<file path="config.mk">
export PLATFORM = sky130hd
export DESIGN_NAME = shift_unit_ctrl
export DESIGN_NICKNAME = d
export VERILOG_FILES = /design/src/rtl/shift_unit_ctrl.sv
export SDC_FILE = /design/constraint.sdc
export NUM_CORES = 1
export LEC_CHECK = 0
export CAP_MARGIN = 20
export CORE_ASPECT_RATIO = 1.75
export CORE_UTILIZATION = 46
export DETAILED_ROUTE_END_ITERATION = 12
export PLACE_DENSITY = 0.78
export SYNTH_ARGS = -nofsm -noshare
export SYNTH_HDL_FRONTEND = slang
export SYNTH_SLANG_ARGS = --single-unit
export TNS_END_PERCENT = 1
</file>
<file path="constraint.sdc">
create_clock -name CLK -period 2.1 [get_ports CLK]
set_input_delay 0.42 -clock CLK [delete_from_list [all_inputs] [get_ports CLK]]
set_output_delay 0.42 -clock CLK [all_outputs]
set_load 0.01 [all_outputs]
</file>
<file path="src/rtl/shift_unit_ctrl.sv">
// Two-stage control wrapper around an external 32-bit rotate-left shifter.
// Stage 1 drives the shifter; stage 2 registers the masked/sign-filled result.
module shift_unit_ctrl (
   input  logic        CLK,
   input  logic        N_RST,
   input  logic        IN_VALID,
   output logic        IN_READY,
   input  logic [31:0] IN_DATA,
   input  logic [4:0]  IN_AMT,
   input  logic [1:0]  IN_OP,
   input  logic [3:0]  IN_TAG,
   output logic [31:0] ROT_IN,
   output logic [4:0]  ROT_AMT,
   input  logic [31:0] ROT_OUT,
   output logic        OUT_VALID,
   input  logic        OUT_READY,
   output logic [31:0] OUT_DATA,
   output logic [3:0]  OUT_TAG
);

   typedef enum logic [1:0] {
      OP_SLL = 2'b00,
      OP_SRL = 2'b01,
      OP_SRA = 2'b10,
      OP_ROL = 2'b11
   } op_e;

   logic        s1_valid;
   logic [4:0]  s1_n;
   op_e         s1_op;
   logic [3:0]  s1_tag;
   logic        s1_sign;

   logic        accept;
   logic        advance;
   logic        emit;
   logic [31:0] mask;
   logic [31:0] result;
   op_e         in_op;

   assign in_op    = op_e'(IN_OP);
   assign IN_READY = ~s1_valid | ~OUT_VALID | OUT_READY;
   assign accept   = IN_VALID & IN_READY;
   assign advance  = s1_valid & (~OUT_VALID | OUT_READY);
   assign emit     = OUT_VALID & OUT_READY;

   // Right shifts are rotate-left by (32-n) followed by masking off the wrapped bits.
   always_comb begin
      mask   = 32'hFFFF_FFFF;
      result = ROT_OUT;
      case (s1_op)
         OP_SLL: begin
            mask   = 32'hFFFF_FFFF << s1_n;
            result = ROT_OUT & mask;
         end
         OP_SRL: begin
            mask   = 32'hFFFF_FFFF >> s1_n;
            result = ROT_OUT & mask;
         end
         OP_SRA: begin
            mask   = 32'hFFFF_FFFF >> s1_n;
            result = (ROT_OUT & mask) | (s1_sign ? ~mask : '0);
         end
         default: result = ROT_OUT;
      endcase
   end

   always_ff @(posedge CLK or negedge N_RST) begin
      if (!N_RST) begin
         s1_valid  <= 1'b0;
         s1_n      <= '0;
         s1_op     <= OP_SLL;
         s1_tag    <= '0;
         s1_sign   <= 1'b0;
         ROT_IN    <= '0;
         ROT_AMT   <= '0;
         OUT_VALID <= 1'b0;
         OUT_DATA  <= '0;
         OUT_TAG   <= '0;
      end else begin
         if (accept) begin
            s1_valid <= 1'b1;
            s1_n     <= IN_AMT;
            s1_op    <= in_op;
            s1_tag   <= IN_TAG;
            s1_sign  <= IN_DATA[31];
            ROT_IN   <= IN_DATA;
            ROT_AMT  <= (in_op == OP_SRL || in_op == OP_SRA) ? (~IN_AMT + 5'd1) : IN_AMT;
         end else if (advance) begin
            s1_valid <= 1'b0;
         end

         if (advance) begin
            OUT_VALID <= 1'b1;
            OUT_DATA  <= result;
            OUT_TAG   <= s1_tag;
         end else if (emit) begin
            OUT_VALID <= 1'b0;
         end
      end
   end

endmodule

</file>
==> metrics.cfg <==
[outcome]
outcome = finished, final reports clean

[place]
placement.cell_area_sq_um = 6220
port-buffer-count = 153
place_inst = 704
dp.final_hpwl_microns = 9330
place_congestion = 0.906
pre_cts_slack_ns = 0.0846

[logic_synthesis]
yosysSeqAreaShare_pct = 47.9
ys_dominant_reg_cell = dfrtp_1
net_count_after_synthesis = 520
synthesis.area_per_instance_sq_um = 10.1
synth_edf_count = 0
synth-warning-count = 0
yosys.area.top_type_share_pct = 47.9
post_synth_instance_area_sq_um = 4440
yosysMostFrequentCell = dfrtp_1
synth_area_leader_cell = dfrtp_1
synth_cell_types = 59
synth_cells = 440
synthTopCellsByArea = dfrtp_1 (48%), mux2_2 (12%), nand2_1 (3.7%)
yosys_register_bits = 85
netlist_top_cells_count = dfrtp_1 (85), mux2_2 (48), nand2_1 (44), o21ai_0 (33), nor2_1 (27)
async_reset_ff_share_pct = 100

[clock_tree]
tritoncts_clock_tree = done
insertion_delay_ns = 0.34
clk_root_buffer_cell = clkbuf_16
clk_transition_reported_paths_ns = 0.06
max-clock-path-buffers = 2
clock_sink_count = 85
cts_inserted_buffers = 9
cts-htree-levels = 3
holdBufCountCts = 0

[worst_setup_path]
worst_setup_path_start_kind = input port
cp-endpoint = IN_READY
critPathSlowestCell = clkdlybuf4s50_1
worst_setup_path_startpoint = OUT_READY
cp_data_required_time_ns = 1.68
worstReg2RegStart = s1_n[4]
critPathMostFrequentCell = clkdlybuf4s50_1
path_class = input port to primary output
critical_path.cell_chain = clkdlybuf4s50_1, nand3b_1, clkdlybuf4s50_1
reg2regPathDepth = 5
timing.reg2reg.setup_slack_ns = 0.24
worstPathArrival_ns = 1.57
critical_path.max_fanout = 2
critical_path.max_stage_delay_ns = 0.55
critPathCaptureType = primary output
reg2reg_to = OUT_DATA[31]

[final_layout]
final_design_area_no_fill_sq_um = 6540
area_growth_syn_to_layout_pct = 47.3
final-instance-count-excl-fill = 719
antenna_cells = 0
final_nets = 673
fraction_of_layout_cells_with_a_size_suffix_above_1_pct = 16.2

[pwr]
p_leak_uw = 0.00268
power.density_nw_per_um2 = 909
ir_drop_v = 0.000645

[global_route]
grt_usage_pct = 26.0
grt_start_max_net_pins = 52
gr-usage-met3_pct = 5.19
grt_antenna_before_repair = 0
grt_pass1_wl_microns = 20500
met1_global_route_usage_pct = 27.9
grt_overflow = 0
grtUsageMet2_pct = 47.6
busiest_layer = met2
first_global_vias = 4174

[timing]
timing.clock.skew_ns = 0.00633
setup_viol = 0
worst_slew_pin_slew_ns = 0.461
setup_slack_ns = 0.107
period_minus_slack_ns = 1.99
timing.final.max_slew_violations = 0
final_min_period_over_clock_period_pct = 94.9
fin_tns_setup_ns = 0
worst_hold_slack_ns = 0.0289
clock.fmax_ghz = 0.502
hold_viol = 0
rsz0062_at_grt = false
maxSlewHeadroom_pct = 69.2

[detailed_routing]
drt_pass1_iterations = 5
detailedRoute.firstIterationViolations = 375
route.antenna.remaining_nets = 0
drt_drc_violations_left = 0
avgViaCountPerCell = 5.70
routed-via-count = 4096
sum_of_routed_wire_length_over_all_layers_microns = 12500
detail_route.wl_per_cell_microns = 17.5

[floorplan]
dieWidth_microns = 76.3
core_sq_um = 9410
floorplan.die_area_sq_um = 10100
starting_utilization_of_the_core_area_pct = 47.2
num_rows = 47
io-pin-count = 154
chipHeight_microns = 132

[hold_path]
hold_class = input port to asynchronous set/reset pin

[flow_run]
maxCapViolations = 0

==> worst min-delay path by stage <==
stage / slack [ns] / start / depth (start not counted) / endpoint
final: 0.03 / N_RST / 1 / ROT_IN[3]
after global routing: 0.07 / N_RST / 1 / OUT_TAG[0]
after floorplan: 0.12 / N_RST / 0 / OUT_DATA[0]
after detailed placement: 0.41 / N_RST / 1 / OUT_TAG[0]
after global placement: 0.39 / N_RST / 1 / OUT_TAG[0]
after CTS: 0.04 / N_RST / 1 / OUT_TAG[1]
==> cell families after synthesis <==
logic type,count (synthesis),synth area share (%)
xor+xnor,6,1.18
buf+inv,48,5.22
fa+ha+maj,2,0.507
compound gates,121,18.2
mux,56,14.0
simple gates,122,13.0
flops,85,47.9
==> stage by stage <==
stage	total power (uW)	utilization (%)
finish	5940	69.5
detailed placement	4270	66.1
floorplan	3160	-
global placement	4210	66.1
CTS	5980	69.4
global route	6220	69.5
==> where the power goes <==
group / internal (uW) / total [uW] / leakage, uW / switching [uW]
registers: 1950 / 2180 / 0.00101 / 230
logic: 1140 / 2070 / 0.00152 / 930
clock network: 1070 / 1690 / 0.000153 / 620
total: 4160 / 5940 / 0.00268 / 1780
==> worst max-delay path: cells and delay by family <==
kind / cells / cell delay [ns]
buffers and inverters: 2 / 1.01
and+or+nand+nor: 1 / 0.14
==> final cells by class <==
type	instances	area [sq um]
fill	754	2870
sequential	85	2130
multi-input combinational	307	2080
timing repair buffer	183	1830
clock buffer	12	246
tap	122	153
clock inverter	3	68.8
inverter	7	26.3
==> what timing repair did <==
item	in CTS	in global routing
buffers inserted	0	0
setup endpoints to repair	0	2
gates resized for setup	0	2
==> registers in the layout, indices dropped and copies added (netlist names) <==
name,cells
OUT_DATA,32
OUT_TAG,4
OUT_VALID,1
ROT_AMT,5
ROT_IN,32
s1_n,4
s1_op,2
s1_tag,4
s1_valid,1
==> cells in the final DEF, fill, tap and decap left out, drive strengths merged, types with 7 or more instances in the layout <==
| cell type | synthesis | layout |
|---|---|---|
| mux2i | 7 | 7 |
| inv | 7 | 8 |
| nor2 | 27 | 27 |
| a21oi | 16 | 16 |
| clkbuf | 9 | 12 |
| clkdlybuf4s50 | 0 | 152 |
| nand2 | 44 | 44 |
| buf | 32 | 31 |
| nand3 | 10 | 10 |
| mux2 | 49 | 49 |
| o21ai | 41 | 41 |
| a31oi | 10 | 10 |
| dfrtp | 85 | 85 |
| nor3 | 7 | 7 |
| o211ai | 12 | 12 |
==> per-layer routing <==
metal	part of all wire [%]	vias up
met5	0	-
met4	3.3	0
li1	-	1894
met3	5.7	32
met1	35	1981
met2	56	189
Power figures use the tool's default switching activity.
